File: src/rtl/muldiv_pkg.sv
// muldiv_pkg: shared types and decode helpers for the RV32M multiply/divide unit.
//   muldiv_op_e    funct3 encodings MUL..REMU (0..7)
//   muldiv_state_e FSM states IDLE/CALC/DONE
//   is_div / is_rem / is_signed_a / is_signed_b  operation decode helpers
package muldiv_pkg;

  typedef enum logic [2:0] {
    OP_MUL    = 3'd0,
    OP_MULH   = 3'd1,
    OP_MULHSU = 3'd2,
    OP_MULHU  = 3'd3,
    OP_DIV    = 3'd4,
    OP_DIVU   = 3'd5,
    OP_REM    = 3'd6,
    OP_REMU   = 3'd7
  } muldiv_op_e;

  typedef enum logic [1:0] {
    IDLE = 2'd0,
    CALC = 2'd1,
    DONE = 2'd2
  } muldiv_state_e;

  function automatic logic is_div(muldiv_op_e op);
    return op inside {OP_DIV, OP_DIVU, OP_REM, OP_REMU};
  endfunction

  function automatic logic is_rem(muldiv_op_e op);
    return op inside {OP_REM, OP_REMU};
  endfunction

  // MUL is treated as unsigned: the low half of the product is sign-agnostic.
  function automatic logic is_signed_a(muldiv_op_e op);
    return op inside {OP_MULH, OP_MULHSU, OP_DIV, OP_REM};
  endfunction

  function automatic logic is_signed_b(muldiv_op_e op);
    return op inside {OP_MULH, OP_DIV, OP_REM};
  endfunction

endpackage

File: src/rtl/muldiv_if.sv
// muldiv_if: issue/result bundle between the core and the multiply/divide unit.
//   master (core)  drives start, op, rs1_data, rs2_data, rd_in, flush
//                  receives busy, done, result, rd_out, we_out
//   slave  (unit)  the mirror image
interface muldiv_if #(
  parameter int DATA_WIDTH    = 32,
  parameter int ADDRESS_WIDTH = 5
);
  logic                     start;
  logic [2:0]               op;
  logic [DATA_WIDTH-1:0]    rs1_data;
  logic [DATA_WIDTH-1:0]    rs2_data;
  logic [ADDRESS_WIDTH-1:0] rd_in;
  logic                     flush;
  logic                     busy;
  logic                     done;
  logic [DATA_WIDTH-1:0]    result;
  logic [ADDRESS_WIDTH-1:0] rd_out;
  logic                     we_out;

  modport master (
    output start, op, rs1_data, rs2_data, rd_in, flush,
    input  busy, done, result, rd_out, we_out
  );

  modport slave (
    input  start, op, rs1_data, rs2_data, rd_in, flush,
    output busy, done, result, rd_out, we_out
  );
endinterface

File: src/rtl/muldiv_div_iter.sv
// muldiv_div_iter: restoring divider datapath, one quotient bit per step.
//   clk, rst          clock, async active-high reset
//   load              capture dividend, clear partial remainder
//   step              advance one restoring iteration
//   dividend, divisor unsigned magnitudes (divisor held stable by the caller)
//   quotient          quotient value after the current step
//   remainder         remainder value after the current step
// The post-step values are exposed so the caller can fold the final step
// and the sign fix into a single edge.
module muldiv_div_iter #(
  parameter int DATA_WIDTH = 32
) (
  input  logic                  clk,
  input  logic                  rst,
  input  logic                  load,
  input  logic                  step,
  input  logic [DATA_WIDTH-1:0] dividend,
  input  logic [DATA_WIDTH-1:0] divisor,
  output logic [DATA_WIDTH-1:0] quotient,
  output logic [DATA_WIDTH-1:0] remainder
);
  logic [DATA_WIDTH-1:0] quo_q, rem_q;
  logic [DATA_WIDTH:0]   shifted, diff;

  // diff[DATA_WIDTH] set means the trial subtraction went negative: restore.
  assign shifted   = {rem_q, quo_q[DATA_WIDTH-1]};
  assign diff      = shifted - {1'b0, divisor};
  assign remainder = diff[DATA_WIDTH] ? shifted[DATA_WIDTH-1:0] : diff[DATA_WIDTH-1:0];
  assign quotient  = {quo_q[DATA_WIDTH-2:0], ~diff[DATA_WIDTH]};

  always_ff @(posedge clk or posedge rst) begin
    if (rst) begin
      quo_q <= '0;
      rem_q <= '0;
    end else if (load) begin
      quo_q <= dividend;
      rem_q <= '0;
    end else if (step) begin
      quo_q <= quotient;
      rem_q <= remainder;
    end
  end
endmodule

File: src/rtl/muldiv_unit.sv
// muldiv_unit: iterative RV32M multiply/divide execute unit (stall based).
//   clk, rst  clock, async active-high reset
//   bus       muldiv_if.slave: start/op/rs1_data/rs2_data/rd_in/flush in,
//             busy/done/result/rd_out/we_out out (result/rd/we feed WD3/AD3/WE3)
// Build option: MULDIV_FAST_MUL_EN selects a single-cycle multiplier for
// MUL/MULH/MULHSU/MULHU (IDLE->DONE); otherwise multiplies iterate.
//
// state | meaning
// IDLE  | waiting for start; busy=0
// CALC  | one shift-add / restoring-subtract iteration per cycle
// DONE  | done pulse, result/rd/we valid for one cycle
module muldiv_unit
  import muldiv_pkg::*;
#(
  parameter int DATA_WIDTH    = 32,
  parameter int ADDRESS_WIDTH = 5
) (
  input logic     clk,
  input logic     rst,
  muldiv_if.slave bus
);
  localparam int CNT_W = $clog2(DATA_WIDTH);
  localparam logic [CNT_W-1:0] LAST = CNT_W'(DATA_WIDTH - 1);

  typedef logic [DATA_WIDTH-1:0]   word_t;
  typedef logic [2*DATA_WIDTH-1:0] dword_t;

  localparam word_t MIN_NEG = {1'b1, {(DATA_WIDTH-1){1'b0}}};

  muldiv_state_e            state;
  muldiv_op_e               op_q;
  logic                     neg_a_q, neg_b_q;
  word_t                    a_mag, b_mag, prod_hi, prod_lo;
  logic [CNT_W-1:0]         count;
  logic                     done_q, we_q;
  word_t                    result_q;
  logic [ADDRESS_WIDTH-1:0] rd_q;

  muldiv_op_e          op_in;
  logic                sa, sb, accept, div_zero, div_ovf, special;
  word_t               mag_a, mag_b, special_res, final_res, quo_nxt, rem_nxt;
  logic [DATA_WIDTH:0] mul_sum;
  dword_t              mul_next;

  // Picks the requested half after applying the product sign.
  function automatic word_t mul_select(muldiv_op_e o, logic neg, dword_t p);
    dword_t f;
    f = neg ? -p : p;
    return (o == OP_MUL) ? f[DATA_WIDTH-1:0] : f[2*DATA_WIDTH-1:DATA_WIDTH];
  endfunction

  assign op_in  = muldiv_op_e'(bus.op);
  assign sa     = is_signed_a(op_in) & bus.rs1_data[DATA_WIDTH-1];
  assign sb     = is_signed_b(op_in) & bus.rs2_data[DATA_WIDTH-1];
  assign mag_a  = sa ? -bus.rs1_data : bus.rs1_data;
  assign mag_b  = sb ? -bus.rs2_data : bus.rs2_data;
  assign accept = (state == IDLE) & bus.start & ~bus.flush;

  assign div_zero = is_div(op_in) && (bus.rs2_data == '0);
  assign div_ovf  = is_div(op_in) && is_signed_b(op_in) &&
                    (bus.rs1_data == MIN_NEG) && (bus.rs2_data == '1);

`ifdef MULDIV_FAST_MUL_EN
  dword_t fast_prod;
  assign fast_prod = {{DATA_WIDTH{1'b0}}, mag_a} * {{DATA_WIDTH{1'b0}}, mag_b};
  assign special   = div_zero | div_ovf | ~is_div(op_in);
`else
  assign special   = div_zero | div_ovf;
`endif

  always_comb begin
    special_res = '0;
    if (div_zero)
      special_res = is_rem(op_in) ? bus.rs1_data : '1;
    else if (div_ovf)
      special_res = is_rem(op_in) ? '0 : MIN_NEG;
`ifdef MULDIV_FAST_MUL_EN
    else if (!is_div(op_in))
      special_res = mul_select(op_in, sa ^ sb, fast_prod);
`endif
  end

  // Shift-add multiply: {prod_hi,prod_lo} starts as {0,b}; after DATA_WIDTH
  // steps it holds a*b.
  assign mul_sum  = {1'b0, prod_hi} + (prod_lo[0] ? {1'b0, a_mag} : {(DATA_WIDTH+1){1'b0}});
  assign mul_next = {mul_sum, prod_lo[DATA_WIDTH-1:1]};

  muldiv_div_iter #(.DATA_WIDTH(DATA_WIDTH)) u_div (
    .clk       (clk),
    .rst       (rst),
    .load      (accept),
    .step      ((state == CALC) & ~bus.flush),
    .dividend  (mag_a),
    .divisor   (b_mag),
    .quotient  (quo_nxt),
    .remainder (rem_nxt)
  );

  // Remainder follows the dividend's sign; quotient the XOR of both signs.
  always_comb begin
    final_res = '0;
    if (is_rem(op_q))
      final_res = neg_a_q ? -rem_nxt : rem_nxt;
    else if (is_div(op_q))
      final_res = (neg_a_q ^ neg_b_q) ? -quo_nxt : quo_nxt;
    else
      final_res = mul_select(op_q, neg_a_q ^ neg_b_q, mul_next);
  end

  always_ff @(posedge clk or posedge rst) begin
    if (rst) begin
      state    <= IDLE;
      op_q     <= OP_MUL;
      neg_a_q  <= 1'b0;
      neg_b_q  <= 1'b0;
      a_mag    <= '0;
      b_mag    <= '0;
      prod_hi  <= '0;
      prod_lo  <= '0;
      count    <= '0;
      done_q   <= 1'b0;
      we_q     <= 1'b0;
      result_q <= '0;
      rd_q     <= '0;
    end else begin
      done_q <= 1'b0;
      we_q   <= 1'b0;
      if (bus.flush) begin
        state <= IDLE;
      end else begin
        case (state)
          IDLE: if (bus.start) begin
            op_q    <= op_in;
            neg_a_q <= sa;
            neg_b_q <= sb;
            a_mag   <= mag_a;
            b_mag   <= mag_b;
            prod_hi <= '0;
            prod_lo <= mag_b;
            count   <= '0;
            rd_q    <= bus.rd_in;
            if (special) begin
              state    <= DONE;
              result_q <= special_res;
              done_q   <= 1'b1;
              we_q     <= (bus.rd_in != '0);
            end else begin
              state <= CALC;
            end
          end
          CALC: begin
            count             <= count + 1'b1;
            {prod_hi, prod_lo} <= mul_next;
            if (count == LAST) begin
              state    <= DONE;
              result_q <= final_res;
              done_q   <= 1'b1;
              we_q     <= (rd_q != '0);
            end
          end
          DONE:    state <= IDLE;
          default: state <= IDLE;
        endcase
      end
    end
  end

  assign bus.busy   = (state != IDLE);
  assign bus.done   = done_q;
  assign bus.result = result_q;
  assign bus.rd_out = rd_q;
  assign bus.we_out = we_q;
endmodule

File: src/flat_wrapper.sv
// flat-port wrapper written by rule: the top's interface ports become plain ports
module muldiv_unit_flat import muldiv_pkg::*;
#(
  parameter int DATA_WIDTH    = 32,
  parameter int ADDRESS_WIDTH = 5
)
  (clk, rst, bus_start, bus_op, bus_rs1_data, bus_rs2_data, bus_rd_in, bus_flush, bus_busy, bus_done, bus_result, bus_rd_out, bus_we_out);
  muldiv_if #(.DATA_WIDTH(DATA_WIDTH), .ADDRESS_WIDTH(ADDRESS_WIDTH)) bus_i ();
  input logic clk;
  input logic rst;
  input wire logic [$bits(bus_i.start)-1:0] bus_start;
  input wire logic [$bits(bus_i.op)-1:0] bus_op;
  input wire logic [$bits(bus_i.rs1_data)-1:0] bus_rs1_data;
  input wire logic [$bits(bus_i.rs2_data)-1:0] bus_rs2_data;
  input wire logic [$bits(bus_i.rd_in)-1:0] bus_rd_in;
  input wire logic [$bits(bus_i.flush)-1:0] bus_flush;
  output wire logic [$bits(bus_i.busy)-1:0] bus_busy;
  output wire logic [$bits(bus_i.done)-1:0] bus_done;
  output wire logic [$bits(bus_i.result)-1:0] bus_result;
  output wire logic [$bits(bus_i.rd_out)-1:0] bus_rd_out;
  output wire logic [$bits(bus_i.we_out)-1:0] bus_we_out;
  assign bus_i.start = bus_start;
  assign bus_i.op = bus_op;
  assign bus_i.rs1_data = bus_rs1_data;
  assign bus_i.rs2_data = bus_rs2_data;
  assign bus_i.rd_in = bus_rd_in;
  assign bus_i.flush = bus_flush;
  assign bus_busy = bus_i.busy;
  assign bus_done = bus_i.done;
  assign bus_result = bus_i.result;
  assign bus_rd_out = bus_i.rd_out;
  assign bus_we_out = bus_i.we_out;
  muldiv_unit #(.DATA_WIDTH(DATA_WIDTH), .ADDRESS_WIDTH(ADDRESS_WIDTH)) u_core (.clk(clk), .rst(rst), .bus(bus_i));
endmodule
File: config.mk
export PLATFORM = sky130hd
export DESIGN_NAME = muldiv_unit_flat
export DESIGN_NICKNAME = d
export VERILOG_FILES = /design/src/rtl/muldiv_pkg.sv /design/src/rtl/muldiv_if.sv /design/src/rtl/muldiv_div_iter.sv /design/src/rtl/muldiv_unit.sv /design/src/flat_wrapper.sv
export SDC_FILE = /design/constraint.sdc
export NUM_CORES = 1
export LEC_CHECK = 0
export ABC_AREA = 1
export CAP_MARGIN = 10
export CORE_UTILIZATION = 30
export CTS_CLUSTER_SIZE = 24
export DETAILED_ROUTE_END_ITERATION = 6
export PLACE_DENSITY = 0.46
export SYNTH_ARGS = -nofsm -noshare
export SYNTH_HDL_FRONTEND = slang
export SYNTH_SLANG_ARGS = --single-unit
File: constraint.sdc
create_clock -name clk -period 20.8 [get_ports clk]
set_input_delay 4.16 -clock clk [delete_from_list [all_inputs] [get_ports clk]]
set_output_delay 4.16 -clock clk [all_outputs]
set_load 0.01 [all_outputs]
; Yosys cells after proc, flatten, opt, wreduce, memory -nomap -nowiden
; Index checks and enable logic that the tools add are counted.
[classes]
addsub = 8
eq_ne = 19
muxes = 43
bitwise_logic = 9
n_reduce_logical = 22
[op_table]
columns = op, n
row1 = 32-bit 2-to-1 mux, 22
row2 = 32-bit case mux with 2 select lines, 3
row3 = 32-bit negator, 4
row4 = 32-bit equality test (second input constant), 2
row5 = 64-bit 2-to-1 mux, 1
row6 = 64-bit negator, 1
row7 = 32-bit by 33-bit adder with 33-bit output, 1
row8 = 33-bit by 32-bit subtractor with 33-bit output, 1
row9 = 32-bit logical NOT, 1
row10 = 3-bit equality test (second input constant), 8
row11 = 4-bit nonzero test, 3
row12 = 5-bit case mux with 2 select lines, 1
row13 = 2-bit nonzero test, 5
row14 = 5-bit nonzero test, 2
row15 = 1-bit 2-to-1 mux, 8
row16 = 2-bit 2-to-1 mux, 4
row17 = 3-bit != test (second input constant), 2
row18 = 3-bit AND reduction, 2
row19 = 5-bit by 1-bit adder with 5-bit output (second input constant), 1
row20 = 1-bit AND, 5
row21 = 5-bit equality test (second input constant), 1
row22 = 5-bit 2-to-1 mux, 1
row23 = 5-bit AND reduction, 1
row24 = 1-bit logical AND, 4
row25 = 14 further kinds, 17
[word_totals]
regBits = 243
in_bits = 76
out_inout_bits = 40
word_cells = 116

; Longest topological paths before layout
; Gate-level depths: netlist of run 1.
[logic_depth]
word_depth = 10
ltp_mapped = 35
mapped_depth_nobuf = 33

; Cells and area by module
; Synthesis of run 1 repeated with hierarchy kept, for this count alone.
[hier_totals]
cells_unflattened = 3802
area_unflattened_um2 = 23014.6
[modules_own_cells]
columns = module, n_inst, cells_each, area_each_um2, seq_area_each_um2
row1 = muldiv_unit, 1, 2777, 16784.8, 4479.3
row2 = muldiv_div_iter, 1, 1025, 6229.7, 1601.5

; Worst setup path after synthesis of run 1
; OpenSTA, ideal clock, no wires.
[synth_path]
path_type = input port to flip-flop
start = in bus_rs2_data[1]
end = reg u_core.result_q[22], in the netlist u_core.bus.result[22]
setup_ns = 0.120
arrival_time_ns = 6.301
required_ns = 20.680
setup_slack_ns = 14.379
path_stages = 19
path_buffers = 2
path_cell_list = inv_1 -> ha_1 -> inv_1 -> nor3_2 -> nand2_1 -> nor3_2 -> nand4_1 -> nor3_2 -> nand3_1 -> nor3_2 -> nand2_1 -> nand2_1 -> inv_2 -> nand2_1 -> nand2_1 -> buf_2 -> buf_2 -> nor2_1 -> a21oi_2
[synth_between]
elab_chain_len = 7
elab_cells_between_ends = 12
classes_between = eq/ne (2) / mux (5) / bitwise (1) / reduce/logical (4)
[synth_lines]
columns = item, line
row1 = from (decl), flat_wrapper.sv:14  ; input wire logic [$bits(bus_i.rs2_data)-1:0] bus_rs2_data;
row2 = 32-bit equality test, muldiv_unit.sv:61  ; (bus.rs1_data == MIN_NEG) && (bus.rs2_data == '1);
row3 = 1-bit logical AND, muldiv_unit.sv:61
row4 = 32-bit 2-to-1 mux, muldiv_unit.sv:75  ; else if (div_ovf)
row5 = 32-bit 2-to-1 mux, muldiv_unit.sv:73  ; if (div_zero)
row6 = 32-bit 2-to-1 mux, muldiv_unit.sv:142  ; if (special) begin
row7 = 32-bit 2-to-1 mux, muldiv_unit.sv:132  ; IDLE: if (bus.start) begin
row8 = 32-bit case mux with 2 select lines, muldiv_unit.sv:131  ; case (state)
row9 = to (signal assigned), muldiv_unit.sv:144  ; result_q <= special_res;
row10 = to (signal assigned), muldiv_unit.sv:156  ; result_q <= final_res;
row11 = to (decl), muldiv_unit.sv:36  ; word_t result_q;
; Several ways; a longest one is shown, not always the timed one. The select of a mux whose other input is x is not followed.
; A chain may end at the register's enable or synchronous reset.

; Worst setup path in the final report of run 1
[layout_path]
start = in bus_rs2_data[0]
end = reg u_core.result_q[21], in the netlist u_core.bus.result[21]
; Same word-level chain as after synthesis.

==> impl_results.md, run 1 <==
- Vias post-DR: 23432
- Ys flop type: dfrtp_1
- First-pass GRT wire length: 141000 µm
- Max incr delay on CP: 0.50 ns
- CTS tree: yes
- Simple-gate share of the synthesized area: 37.4%
- Status: finished clean
- Vias/cell: 5.05
- Die area: 0.0736 mm²
- DR pass1 iterations: 6
- Initial antenna violation count: 1
- Compound-Gate Fraction of Synth Area: 15.3%
- Routed wire length: 93800 µm
- Die Y-Extent: 271 µm
- Max IR drop VDD: 0.169 mV
- Num ports: 116
- Avg WL per Cell: 20.2 µm
- Post-synth EDFFs: 0
- CP Capture Type: flip-flop
- Synth Cell Area: 0.0218 mm²
- Hold Path Class: flip-flop to flip-flop
- Max stage delay cell, worst path: inv_1
- Largest family of logic cells by synthesized area: simple AND/OR/NAND/NOR gates
- Clock root buffer: clkbuf_16
- ANT cells: 0
- Layout cells sized above 1: 5.15%
- CP Class: input pin to flip-flop
- Total negative setup slack: 0 ns
- Critical path startpoint category: input pin
- Max Root-Sink Buffers: 3
- # clock sinks: 243
- Port buffer count: 115
- Async SR Flop Fraction: 100%
- Pleak: 12.9 nW
- Syn nets: 3749
- Clock transition at the registers of the reported paths: 0.06 ns
- Crit-path cells: clkdlybuf4s50_1 -> inv_1 -> ha_1 -> inv_1 -> nor3_2 -> nand2_1 -> nor3_2 -> nand4_1 -> nor3_2 -> nand3_1 -> nor3_2 -> nand2_1 -> nand2_1 -> inv_2 -> nand2_1 -> nand2_1 -> buf_4 -> inv_1 -> buf_4 -> nor2_1 -> a21oi_1
- Min cycle time layout: 7.74 ns
- Most frequent CP cell: nand2_1
- Largest net degree at the start of global routing: 87
- Max Cap Viol: 0
- CP arrival: 8.22 ns
- CP top delay family: simple AND/OR/NAND/NOR gates
- RD Place Congestion: 0.918
- Cell row count: 98
- # DRC: 0
- Worst-Margin Slew: 1.03 ns
- Clk Latency, worst-skew pair: 0.57 ns
- HPWL Detailed: 73400 µm
- Final Skew: 0.0332 ns
- Xor/xnor share of the synthesized area: 2.70%
- H-tree depth: 2
- Final Hold Viols: 0
- WP data required: 21.28 ns
- Total GRT Usage: 25.2%
- Slew headroom: 30.5%
- Fin Hold WS: 0.473 ns
- Final Cycle Share: 37.2%
- Peak Freq: 129 MHz
- Horiz. Die Dim: 271 µm
- Count of cell types in the netlist: 54
- Post-CTS Resized: 0
- Worst path bufs/invs: 7
- Cts bufs inserted: 35
- Post-synthesis mux area share: 0%
- Detail Route Antenna Nets: 0
- #FFs+latches synth: 243
- Final setup viols: 0
- Synth Area per Inst: 6.05 µm²
- Syn. warnings: 0
- Cells after Synth: 3599
- Dpl cell area: 0.0238 mm²
- RSZ-0062 raised after global routing: false
- Pwr per Cell Area: 204 mW/mm²
- DRT iter0 DRCs: 2025
- Global route overflow: 0
- Setup bufs post-CTS: 0
- CORE AREA: 0.0716 mm²
- Initial Util: 30.4%
- Post-Synth Adder-Cell Area: 4.32%
- Hold buffers post-CTS: 0
- Layout net count: 3811
- Syn-to-layout area delta: 15.0%
- Design area: 0.0250 mm²
- Seq/Total Area, Yosys: 27.9%
- Number of global-route vias before repair: 22201
- CP max FO: 29
- Max Slew Vio Count: 0
-- cell type report --
| type | instances | area (µm²) |
|---|---|---|
| fillers | 8103 | 46600 |
| multi-input cells | 2666 | 13000 |
| flip-flops and latches | 243 | 6080 |
| inverters | 573 | 2160 |
| repair buffers | 142 | 1350 |
| well taps | 950 | 1190 |
| clock buffers | 45 | 973 |
| clock inverters | 17 | 240 |
-- worst register-to-register path: cells and delay by family, from the launching register on --
family / cells / cell delay, ns
fa+ha+maj: 3 / 0.86
xor+xnor: 1 / 0.18
compound gates: 3 / 0.51
simple gates: 20 / 2.80
flops: 1 / 0.38
buf+inv: 3 / 0.42
-- where the power goes --
| group | switching (mW) | total [mW] | internal (mW) |
|---|---|---|---|
| sequential | 0.189 | 0.880 | 0.691 |
| combinational | 2.53 | 3.57 | 1.04 |
| clock | 0.254 | 0.649 | 0.395 |
-- layer usage --
| metal | up-vias | track usage [%] | share of wire, % |
|---|---|---|---|
| met4 | 0 | 8.74 | 3.6 |
| met1 | 10996 | 35.9 | 47 |
| li1 | 11624 | - | - |
| met3 | 134 | 2.33 | 5.1 |
| met2 | 678 | 39.6 | 44 |
| met5 | - | 0 | 0 |
-- cells in the mapped netlist, types with 23 or more instances --
cell type / instances / share of area [%]
xor2_1: 51 / 2.1
nand2_1: 1129 / 19
o22ai_1: 31 / 0.89
a22oi_1: 28 / 0.97
nand4_1: 41 / 1.2
dfrtp_1: 243 / 28
clkbuf_1: 86 / 1.5
o221ai_1: 23 / 0.93
o21ai_0: 254 / 5.8
nand2_2: 35 / 1.0
ha_1: 72 / 4.1
nand3_1: 272 / 6.3
nor3_1: 45 / 1.0
inv_1: 557 / 9.6
nor2_1: 342 / 5.9
a21oi_1: 179 / 4.1
-- flip-flops by register name, indices dropped and copies added, names as in the netlist --
| register | flops |
|---|---|
| u_core.bus.done | 1 |
| u_core.a_mag | 32 |
| u_core.op_q | 3 |
| u_core.bus.rd_out | 5 |
| u_core.state | 2 |
| u_core.u_div.rem_q | 32 |
| u_core.neg_b_q | 1 |
| u_core.bus.we_out | 1 |
| u_core.bus.result | 32 |
| u_core.prod_hi | 32 |
| u_core.u_div.quo_q | 32 |
| u_core.neg_a_q | 1 |
| u_core.prod_lo | 32 |
| u_core.count | 5 |
| u_core.b_mag | 32 |
-- cells by family (layout without fill, tap and decap cells) --
kind of cell	Yosys count	count (layout)
AND/OR/NAND/NOR	1936	1936
buffers and inverters	690	777
AO/OA/AOI/OAI	589	589
flip-flops	243	243
adder cells (fa/ha/maj)	74	74
XOR/XNOR	67	67
-- layout by cell type, fill, tap and decap left out, types with 6 or more instances in the layout --
cell             netlist  routed
nand2_1             1129    1129
nand4_1               41      41
nand2_2               35      35
a21oi_2                6       6
buf_4                  6      27
nor2_2                17      17
o31ai_1                6       6
nor3_1                45      45
a31oi_1               18      18
clkdlybuf4s50_1        0     115
o211ai_1              14      14
clkbuf_8               0       6
nor4_1                 8       8
a22oi_1               28      28
xnor2_1               16      16
nand2_4                6       6
nor2_1               342     340
o21bai_1               9       9
o21ai_0              254     254
ha_1                  72      72
a21oi_1              179     179
o221ai_1              23      23
clkbuf_16              0      35
nand3b_1              18      18
inv_1                557     554
nor3_2                 9       9
dfrtp_1              243     243
inv_2                 13      13
xor2_1                51      51
o22ai_1               31      31
nand3_1              272     271
-- final timing paths --
path | slack, ns | cells after the start | end | from
setup / recovery | 13.06 | 21 | u_core.bus.result[21] | bus_rs2_data[0]
hold / removal | 0.47 | 1 | u_core.count[3] | u_core.count[3]
setup reg to reg | 15.58 | 30 | u_core.bus.result[24] | u_core.u_div.quo_q[31]
hold reg to reg | 0.47 | 1 | u_core.count[3] | u_core.count[3]
max in group asynchronous | 14.66 | 4 | u_core.bus.result[21] | rst
min in group asynchronous | 4.12 | 2 | u_core.b_mag[25] | rst
-- metrics by stage --
stage               worst slack [ns]  std cells  power (mW)  utilization [%]
floorplan                       9.97       3599        3.21                -
global placement               12.58       4574        4.42             33.3
detailed placement             12.47       4574        4.41             33.3
CTS                            13.05       4636        5.08             34.9
global route                   12.69       4636        5.53             34.9
finish                         13.06       4636        5.10             34.9
Note: power is estimated with default switching activity, not from simulation.
==> inputs of run 2 (changes only) <==
--- a/config.mk
+++ b/config.mk
@@ -10,7 +10,7 @@
 export CORE_UTILIZATION = 30
 export CTS_CLUSTER_SIZE = 24
 export DETAILED_ROUTE_END_ITERATION = 6
-export PLACE_DENSITY = 0.46
+export PLACE_DENSITY = 0.47
 export SYNTH_ARGS = -nofsm -noshare
 export SYNTH_HDL_FRONTEND = slang
 export SYNTH_SLANG_ARGS = --single-unit
==> constraint.sdc (replaced) <==
create_clock -name clk -period 6.36 [get_ports clk]
set_input_delay 1.272 -clock clk [delete_from_list [all_inputs] [get_ports clk]]
set_output_delay 1.272 -clock clk [all_outputs]
set_load 0.01 [all_outputs]
==> impl_results.md, run 2 (synthesis results as in run 1) <==
- Status: finished clean (unchanged)
- Pleak: 12.9 nW (about the same)
- Commonest non-fill, non-tap cell in the layout: nand2_1 (unchanged)
- Critical path startpoint category: flip-flop (was input pin)
- Peak Freq: 205 MHz
- Horiz. Die Dim: 271 µm (unchanged)
- Final Cycle Share: 76.5%
- Total negative setup slack: 0 ns (unchanged)
- Routed wire length: 93700 µm (was 93800 µm)
- Initial antenna violation count: 1 (unchanged)
- Max Root-Sink Buffers: 3 (unchanged)
- H-tree depth: 2 (unchanged)
- Hold Path Class: flip-flop to flip-flop (unchanged)
- Hold buffers post-CTS: 0 (unchanged)
- Layout cells sized above 1: 5.13% (was 5.15%)
- # clock sinks: 243 (unchanged)
- Clock root buffer: clkbuf_16 (unchanged)
- Slew headroom: 16.9% (was 30.5%)
- Max incr delay on CP: 0.44 ns (was 0.50 ns)
- Post-CTS Resized: 0 (unchanged)
- Final Skew: 0.0456 ns (was 0.0332 ns)
- Dpl ws: 1.25 ns (was 12.47 ns)
- Vias post-DR: 23518 (was 23432)
- Max Slew Vio Count: 0 (unchanged)
- Setup bufs post-CTS: 0 (unchanged)
- Avg WL per Cell: 20.2 µm (about the same)
- CTS tree: yes (unchanged)
- First-pass GRT wire length: 140000 µm (was 141000 µm)
- Max IR drop VDD: 0.308 mV (was 0.169 mV)
- Final WS setup: 1.49 ns (was 13.06 ns)
- Die Y-Extent: 271 µm (unchanged)
- # DRC: 0 (unchanged)
- HPWL Detailed: 73600 µm (was 73400 µm)
- DR pass1 iterations: 5 (was 6)
- Syn-to-layout area delta: 14.8% (was 15.0%)
- Max stage delay cell, worst path: fa_1 (was inv_1)
- RD Place Congestion: 0.952 (was 0.918)
- Fin Hold WS: 0.467 ns (was 0.473 ns)
- Num ports: 116 (unchanged)
- CP arrival: 5.35 ns (was 8.22 ns)
- Largest net degree at the start of global routing: 135 (was 87)
- Most frequent CP cell: nand2_1 (unchanged)
- Most frequent cells in the layout: 1129 x nand2_1, 554 x inv_1, 340 x nor2_1 (unchanged)
- Die area: 0.0736 mm² (unchanged)
- ANT cells: 0 (unchanged)
- Vias/cell: 5.07 (was 5.05)
- Clk Latency, worst-skew pair: 0.57 ns (about the same)
- Total GRT Usage: 25.1% (was 25.2%)
- CP Capture Type: flip-flop (unchanged)
- WP data required: 6.84 ns (was 21.28 ns)
- Final setup viols: 0 (unchanged)
- CORE AREA: 0.0716 mm² (unchanged)
- Number of global-route vias before repair: 22360 (was 22201)
- Port buffer count: 115 (unchanged)
- Cell row count: 98 (unchanged)
- CP Class: flip-flop to flip-flop (was input pin to flip-flop)
- Layout net count: 3814 (was 3811)
- Initial Util: 30.4% (unchanged)
- CP max FO: 24 (was 29)
- Max Cap Viol: 0 (unchanged)
- Cts bufs inserted: 34 (was 35)
- Detail Route Antenna Nets: 0 (unchanged)
- Global route overflow: 0 (unchanged)
- Pwr per Cell Area: 663 mW/mm² (was 204 mW/mm²)
- RSZ-0062 raised after global routing: false (unchanged)
- Worst-Margin Slew: 1.23 ns (was 1.03 ns)
- DRT iter0 DRCs: 2130 (was 2025)
- Min cycle time layout: 4.87 ns
- Final Hold Viols: 0 (unchanged)
- Clock transition at the registers of the reported paths: 0.06 ns (about the same)
-- run 2: cell count changes in the layout (fill, tap and decap cells not counted), sizes merged --
cell | previous run | this run
buf | 27 | 31
bufinv | 5 | 3
clkbuf | 45 | 47
clkinv | 11 | 9
clkinvlp | 3 | 4
inv | 571 | 569
-- run 2: routing by layer --
metal	share of wire (%)	up-vias	global-route usage (%)	wire length [µm]
met3	5.0	106	2.41	4710
met2	45	648	40.3	42100
met5	0	-	0	0
met1	47	11127	35.3	43800
li1	-	11637	-	-
met4	3.3	0	8.03	3080
-- run 2: worst max-delay path: cells and delay by family, from the launching register on --
family / cells / cell delay [ns]
and+or+nand+nor: 24 / 3.04
adders and majority gates: 3 / 0.83
DFF: 1 / 0.37
xor gates and xnor gates: 1 / 0.14
buffers and inverters: 3 / 0.26
AOI/OAI and AO/OA: 1 / 0.14
-- run 2: power breakdown --
part | switching, mW | leakage (nW) | internal, mW
Sequential | 0.635 | 3.04 | 2.26
Combinational | 8.25 | 9.28 | 3.39
Clock | 0.811 | 0.549 | 1.20
-- run 2: path summary, 6_finish.rpt --
kind | start | end | slack (ns) | depth (start not counted)
min | u_core.count[3] | u_core.count[3] | 0.47 | 1
min reg2reg | u_core.count[3] | u_core.count[3] | 0.47 | 1
max | u_core.u_div.quo_q[31] | u_core.bus.result[30] | 1.49 | 32
max in group asynchronous | rst | u_core.prod_lo[0] | 4.04 | 4
min in group asynchronous | rst | u_core.b_mag[18] | 1.31 | 3
max reg2reg | u_core.u_div.quo_q[31] | u_core.bus.result[30] | 1.49 | 32
-- run 2: area by class of cell --
class                      instances  area, µm²
clock buffer                      47        981
fill                            8083      46600
inverter                         573       2160
clock inverter                    12        154
timing repair buffer             146       1400
sequential                       243       6080
tap                              950       1190
multi-input combinational       2666      13000
-- run 2: per-stage QoR --
step / std cells / power [mW] / util, % / area, µm²
floorplan: 3599 / 10.5 / - / 21800
global placement: 4578 / 14.4 / 33.3 / 23900
detailed placement: 4578 / 14.3 / 33.3 / 23900
CTS: 4637 / 16.5 / 34.9 / 25000
global route: 4637 / 17.9 / 34.9 / 25000
finish: 4637 / 16.6 / 34.9 / 25000
